[src/rtl/rx_control.sv]
// rx_control -- UART receiver, serial to parallel.
//
// Oversamples the serial line on the shared baud tick (SAMPLING ticks per
// bit). It validates the start bit at mid-bit and shifts DATA_WIDTH data bits
// in LSB-first. It then checks an optional parity bit and one or two stop
// bits. Every completed frame is delivered with a one-cycle data_valid pulse,
// even when it carries an error flag.
//
// Ports
//   clk           in   system clock, rising edge
//   reset         in   asynchronous, active-low reset
//   bclk          in   oversampling tick enable (one clk wide)
//   parity        in   00 none, 01 odd, 10 even, 11 none (latched per frame)
//   stop          in   0x one stop bit, 1x two stop bits (latched per frame)
//   s_data_in     in   asynchronous serial line, idle high
//   p_data_out    out  last received word
//   data_valid    out  one-cycle pulse when p_data_out and the flags update
//   parity_error  out  parity mismatch on the last word
//   framing_error out  a stop bit was sampled low on the last word
//   busy          out  high from start-bit validation until frame end
module rx_control #(
  parameter int DATA_WIDTH = 8,
  parameter int SAMPLING   = 16
) (
  input  logic                  clk,
  input  logic                  reset,
  input  logic                  bclk,
  input  logic [1:0]            parity,
  input  logic [1:0]            stop,
  input  logic                  s_data_in,
  output logic [DATA_WIDTH-1:0] p_data_out,
  output logic                  data_valid,
  output logic                  parity_error,
  output logic                  framing_error,
  output logic                  busy
);

  localparam int CNT_W = $clog2(SAMPLING);
  localparam int BIT_W = $clog2(DATA_WIDTH);

  localparam logic [CNT_W-1:0] CNT_MID  = CNT_W'(SAMPLING / 2 - 1);
  localparam logic [CNT_W-1:0] CNT_LAST = CNT_W'(SAMPLING - 1);
  localparam logic [BIT_W-1:0] BIT_LAST = BIT_W'(DATA_WIDTH - 1);

  typedef enum logic [2:0] {
    S_IDLE,
    S_START,
    S_DATA,
    S_PARITY,
    S_STOP
  } state_t;

  state_t                  state_q, state_d;
  logic                    rx_meta_q, rx_q;
  logic [CNT_W-1:0]        cnt_q, cnt_d;
  logic [BIT_W-1:0]        bit_cnt_q, bit_cnt_d;
  logic [DATA_WIDTH-1:0]   shift_q, shift_d;
  logic                    armed_q, armed_d;
  logic                    par_en_q, par_en_d;
  logic                    par_odd_q, par_odd_d;
  logic                    stop2_q, stop2_d;
  logic                    perr_q, perr_d;
  logic                    ferr_q, ferr_d;
  logic [DATA_WIDTH-1:0]   dout_q, dout_d;
  logic                    dv_q, dv_d;
  logic                    pe_q, pe_d;
  logic                    fe_q, fe_d;

  logic                    mid_tick;
  logic                    bit_tick;
  logic                    last_stop;

  // Two-flop synchronizer; resets to the idle (high) line level.
  always_ff @(posedge clk or negedge reset) begin
    if (!reset) begin
      rx_meta_q <= 1'b1;
      rx_q      <= 1'b1;
    end else begin
      rx_meta_q <= s_data_in;
      rx_q      <= rx_meta_q;
    end
  end

  // In START the counter runs from the start-detect tick, so half a bit lands
  // on CNT_MID. Every later state is entered exactly at a mid-bit tick, so a
  // full bit period later (CNT_LAST) is again mid-bit.
  assign mid_tick  = bclk && (cnt_q == CNT_MID);
  assign bit_tick  = bclk && (cnt_q == CNT_LAST);
  assign last_stop = (bit_cnt_q == BIT_W'(stop2_q));

  always_comb begin
    state_d   = state_q;
    cnt_d     = cnt_q;
    bit_cnt_d = bit_cnt_q;
    shift_d   = shift_q;
    armed_d   = armed_q;
    par_en_d  = par_en_q;
    par_odd_d = par_odd_q;
    stop2_d   = stop2_q;
    perr_d    = perr_q;
    ferr_d    = ferr_q;
    dout_d    = dout_q;
    dv_d      = 1'b0;
    pe_d      = pe_q;
    fe_d      = fe_q;

    if (bclk) begin
      cnt_d = (cnt_q == CNT_LAST) ? '0 : cnt_q + CNT_W'(1);
    end

    unique case (state_q)
      S_IDLE: begin
        if (bclk) begin
          if (rx_q) begin
            // A high line re-arms; a line held low (break) never does.
            armed_d = 1'b1;
          end else if (armed_q) begin
            state_d   = S_START;
            cnt_d     = '0;
            bit_cnt_d = '0;
            par_en_d  = (parity == 2'b01) || (parity == 2'b10);
            par_odd_d = (parity == 2'b01);
            stop2_d   = (stop >= 2'b10);
            perr_d    = 1'b0;
            ferr_d    = 1'b0;
          end
        end
      end

      S_START: begin
        if (mid_tick) begin
          cnt_d   = '0;
          state_d = rx_q ? S_IDLE : S_DATA;
        end
      end

      S_DATA: begin
        if (bit_tick) begin
          shift_d = {rx_q, shift_q[DATA_WIDTH-1:1]};
          if (bit_cnt_q == BIT_LAST) begin
            bit_cnt_d = '0;
            cnt_d     = '0;
            state_d   = par_en_q ? S_PARITY : S_STOP;
          end else begin
            bit_cnt_d = bit_cnt_q + BIT_W'(1);
          end
        end
      end

      S_PARITY: begin
        if (bit_tick) begin
          // Even parity expects the XOR of the data; odd expects its inverse.
          perr_d  = rx_q != (^shift_q ^ par_odd_q);
          cnt_d   = '0;
          state_d = S_STOP;
        end
      end

      S_STOP: begin
        if (bit_tick) begin
          if (!rx_q) begin
            ferr_d = 1'b1;
          end
          if (last_stop) begin
            dout_d    = shift_q;
            dv_d      = 1'b1;
            pe_d      = perr_q;
            fe_d      = ferr_q | ~rx_q;
            bit_cnt_d = '0;
            cnt_d     = '0;
            // Re-arm only once the line is seen high again. Mid-stop-bit on
            // a good frame this happens on the very next tick.
            armed_d   = 1'b0;
            state_d   = S_IDLE;
          end else begin
            bit_cnt_d = bit_cnt_q + BIT_W'(1);
          end
        end
      end

      default: begin
        state_d = S_IDLE;
      end
    endcase
  end

  always_ff @(posedge clk or negedge reset) begin
    if (!reset) begin
      state_q   <= S_IDLE;
      cnt_q     <= '0;
      bit_cnt_q <= '0;
      armed_q   <= 1'b0;
      par_en_q  <= 1'b0;
      par_odd_q <= 1'b0;
      stop2_q   <= 1'b0;
      perr_q    <= 1'b0;
      ferr_q    <= 1'b0;
      dout_q    <= '0;
      dv_q      <= 1'b0;
      pe_q      <= 1'b0;
      fe_q      <= 1'b0;
    end else begin
      state_q   <= state_d;
      cnt_q     <= cnt_d;
      bit_cnt_q <= bit_cnt_d;
      armed_q   <= armed_d;
      par_en_q  <= par_en_d;
      par_odd_q <= par_odd_d;
      stop2_q   <= stop2_d;
      perr_q    <= perr_d;
      ferr_q    <= ferr_d;
      dout_q    <= dout_d;
      dv_q      <= dv_d;
      pe_q      <= pe_d;
      fe_q      <= fe_d;
    end
  end

  // The shift register is pure datapath: it is fully rewritten every frame.
  always_ff @(posedge clk) begin
    shift_q <= shift_d;
  end

  assign p_data_out    = dout_q;
  assign data_valid    = dv_q;
  assign parity_error  = pe_q;
  assign framing_error = fe_q;
  assign busy          = (state_q == S_DATA) || (state_q == S_PARITY) ||
                         (state_q == S_STOP);

endmodule

[config.mk]
export PLATFORM = sky130hd
export DESIGN_NAME = rx_control
export DESIGN_NICKNAME = d
export VERILOG_FILES = /design/src/rtl/rx_control.sv
export SDC_FILE = /design/constraint.sdc
export NUM_CORES = 1
export LEC_CHECK = 0
export CAP_MARGIN = 20
export CORE_UTILIZATION = 60
export DETAILED_ROUTE_END_ITERATION = 10
export DONT_BUFFER_PORTS = 1
export PLACE_DENSITY_LB_ADDON = 0.05
export SKIP_LAST_GASP = 1
export SYNTH_ARGS = -nofsm -noshare
export SYNTH_HDL_FRONTEND = slang
export SYNTH_SLANG_ARGS = --single-unit
[constraint.sdc]
create_clock -name clk -period 2.42 [get_ports clk]
set_clock_uncertainty 0.2 [all_clocks]
set_input_delay 0.726 -clock clk [delete_from_list [all_inputs] [get_ports clk]]
set_output_delay 0.726 -clock clk [all_outputs]
set_load 0.005 [all_outputs]
==> run_results.csv <==
group,metric,value,unit
clock_network,cts_root_buf,"clkbuf_4",
sta,setup_viol,0,
power,p_int,0.001025,W
place,dp.final_hpwl,2.173,mm
yosys,synth_top_area_share,37.87,%
layout,fillers,222,
routing,vias,1134,
clock_network,htreeDepth,2,
yosys,ys_top_cells_by_count,"27 x dfrtp_1, 12 x nor2_1, 11 x xnor2_1, 9 x a21oi_1, 9 x o21ai_0",
global_route,grt_overflow,0,
layout,stdcell_area,0.001903,sq mm
routing,drt_wl_total,3.157,mm
global_route,grt_first_pass_wirelength,5.423,mm
worst_hold_path,hold_class,"reg2reg",
yosys,ys_seq_elements,37,
place,post_dp_cell_area,0.001807,sq mm
clock_network,clock-sinks,37,
yosys,synth-simple-area-share,12.41,%
place,port_buffers,0,
routing,vias_per_cell,6.032,
clock_network,clockBufferDepth,2,
yosys,synth_top_family_by_area,"simple AND/OR/NAND/NOR gates",
power,switchingPower,0.0005596,W
power,pwr-share-seq,52.3,%
layout,fin_util,68.42,%
sta,tns,0,ps
run_status,outcome,"completed",
yosys,synth_most_common_cell,"dfrtp_1",
worst_setup_path,worst_ep_required_time,1490,ps
yosys,synth_area_leader_cell,"dfrtp_1",
global_route,antenna_found_initial,0,
sta,hold_viol_final,0,
sta,fmaxAchievable,0.4412,GHz
place,dp.cells,177,
worst_setup_path,startpoint_type,"flop",
worst_setup_path,slowest_delay,550,ps
routing,ant_nets,0,
layout,drive_gt1_share,20.38,%
worst_setup_path,crit_type,"reg2out",
yosys,async_reset_ff_share,78.38,%
global_route,track_usage,23.24,%
sta,setup_ws,153.6,ps
routing,first_pass_iters,4,
power,p_clk_share,19.5,%
layout,regArea,969.7,sq um
layout,area_delta_synth_final,6.662,%
floorplanning,fp.coreArea,0.002781,sq mm
yosys,ys_types,42,
floorplanning,dieHeight,56.53,um
yosys,syn_nets,161,
clock_network,cts_made_buffers,5,
place,pre_cts_ws,254.4,ps
yosys,synth_edf_count,8,
layout,fin_cells,188,
floorplanning,die_x,56.53,um
yosys,synth_area,0.001784,sq mm
floorplanning,num_io_pins,20,
power,ir_worst_vdd,0.6767,mV
yosys,synthAdderAreaFrac,3.436,%
worst_setup_path,cp_slowest_cell,"dfrtp_1",
yosys,synth_mux_area_share,10.24,%
worst_setup_path,critPathMaxFanout,13,
routing,drc,0,
power,power_leakage,0.8371,nW
clock_network,cts_tree,"yes",
power,p_per_area,832.8,mW/mm^2
sta,min_period_over_period,93.65,%
sta,min_period,2266,ps
worst_setup_path,crit_chain,"nor2_2 -> nand2_1 -> nand2_1",
worst_setup_path,crit_top_cell,"nand2_1",
global_route,grt_max_degree,28,
yosys,syn_avg_cell_area,11.97,sq um
floorplanning,start_util,64.15,%
yosys,yosys_warnings,0,
worst_setup_path,cp_data_arrival_time,1340,ps
yosys,synth_seq_area_share,54.28,%
clock_network,clock_latency,340,ps
floorplanning,die_area,0.003196,sq mm
sta,tightestPinTransition,447.5,ps
layout,multi_input_area,764.5,sq um
layout,antennaDiodeCount,0,
sta,drv_slew,0,
clock_network,postCtsSetupBuffers,0,
worst_setup_path,endpoint_kind,"output pin",
yosys,postSynthCellCount,149,
clock_network,clkTransAtPathRegs,110,ps
routing,wl_per_cell,16.79,um
flow_run,drv_cap,0,
sta,slew_headroom,69.92,%
power,p_comb_share,28.1,%
power,switching_share,35.31,%
place,place_congestion,0.8077,
yosys,synth_compound_area_share,10.24,%
routing,drt_iter0_drc,39,
floorplanning,rows,19,
yosys,synth_area_leaders,"dfrtp_1 38%, edfxtp_1 13%, mux2_4 5.9%, xnor2_1 5.4%, mux2_2 3.8%",
layout,nets,168,
sta,rsz0062_at_grt,"no",
yosys,synth-xor-area-share,6.381,%
yosys,synth_ff_type,"dfrtp_1",
global_route,grt_pass1_vias,1089,
## repair_timing
item | CTS | global route
hold buffers | 2 | 1
hold endpoints to repair | 27 | 2
resized for setup | 0 | 2
setup endpoints to repair | 0 | 1
## cell usage in the layout, fill, tap and decap left out, types with 2 or more instances in the layout
cell type	synthesis	final
nand3_1	3	3
dfstp_2	2	2
ha_1	4	4
nor3_1	4	4
a21oi_1	9	9
nand2b_1	2	2
o31ai_1	2	2
dlygate4sd3_1	0	2
edfxtp_1	8	8
o21ai_0	9	9
nor2b_1	2	2
clkbuf_4	0	5
nand2_1	7	7
inv_1	6	6
o21a_1	2	2
mux2_2	6	6
mux2_4	7	7
dfrtp_1	27	26
xnor2_1	11	11
xor2_1	2	2
nor2_1	12	11
buf_4	1	2
## sequential cells by signal (all words and copies together), names as in the netlist
signal         cells
data_valid         1
par_en_q           1
armed_q            1
framing_error      1
rx_q               1
bit_cnt_q          3
perr_q             1
state_q            3
p_data_out         8
par_odd_q          1
shift_q            8
stop2_q            1
rx_meta_q          1
ferr_q             1
cnt_q              4
parity_error       1
## path summary, 6_finish.rpt
path | cells after the start | start | endpoint | slack [ps]
min | 0 | rx_meta_q | rx_q | 160
max | 3 | state_q[0] | busy | 150
min reg2reg | 0 | rx_meta_q | rx_q | 160
max in group asynchronous | 2 | reset | bit_cnt_q[2] | 1240
max reg2reg | 5 | cnt_q[0] | bit_cnt_q[0] | 260
min in group asynchronous | 2 | reset | cnt_q[0] | 610
## logic make-up after synthesis
family | count (synthesis)
AOI/OAI and AO/OA | 30
xor gates and xnor gates | 13
adders and majority gates | 5
buffers and inverters | 11
DFF | 37
muxes | 14
and+or+nand+nor | 39
## through the flow
stage          hold WS (ps)  power (W)
3_5_place_dp          147.9   0.001265
4_1_cts               6.993   0.001583
5_1_grt               131.9   0.001697
6_report              163.5   0.001585
3_3_place_gp          147.7   0.001244
2_1_floorplan         145.2   0.001177
## per-layer routing
layer  global-route usage, %  share of wire (%)  vias to the layer above
met3                   9.447                5.5                        4
met4                   7.317               0.98                        0
met2                   33.95                 47                       29
li1                        -                  -                      541
met5                       0                  0                        -
met1                   31.78                 46                      560
## final cells by class
class	instances	share of cell area, %
Sequential cell	37	50.95
Multi-Input combinational cell	101	40.17
Timing Repair Buffer	5	2.893
Clock buffer	6	2.170
Tap cell	31	2.038
Inverter	6	1.183
Clock inverter	2	0.5917
## worst max-delay path, delay by kind of cell (launching register included)
| kind | cells | cell delay [ps] |
|---|---|---|
| flops | 1 | 550 |
| simple gates | 3 | 450 |
## power groups by stage
stage	Clock, W	Combinational (W)	Sequential [W]
6_report	0.000309	0.000446	0.000830
4_1_cts	0.000315	0.000443	0.000825
3_5_place_dp	0	0.000426	0.000839
2_1_floorplan	0	0.000389	0.000788
5_1_grt	0.000348	0.000503	0.000847
3_3_place_gp	0	0.000408	0.000836
(Power assumes the default switching activity.)
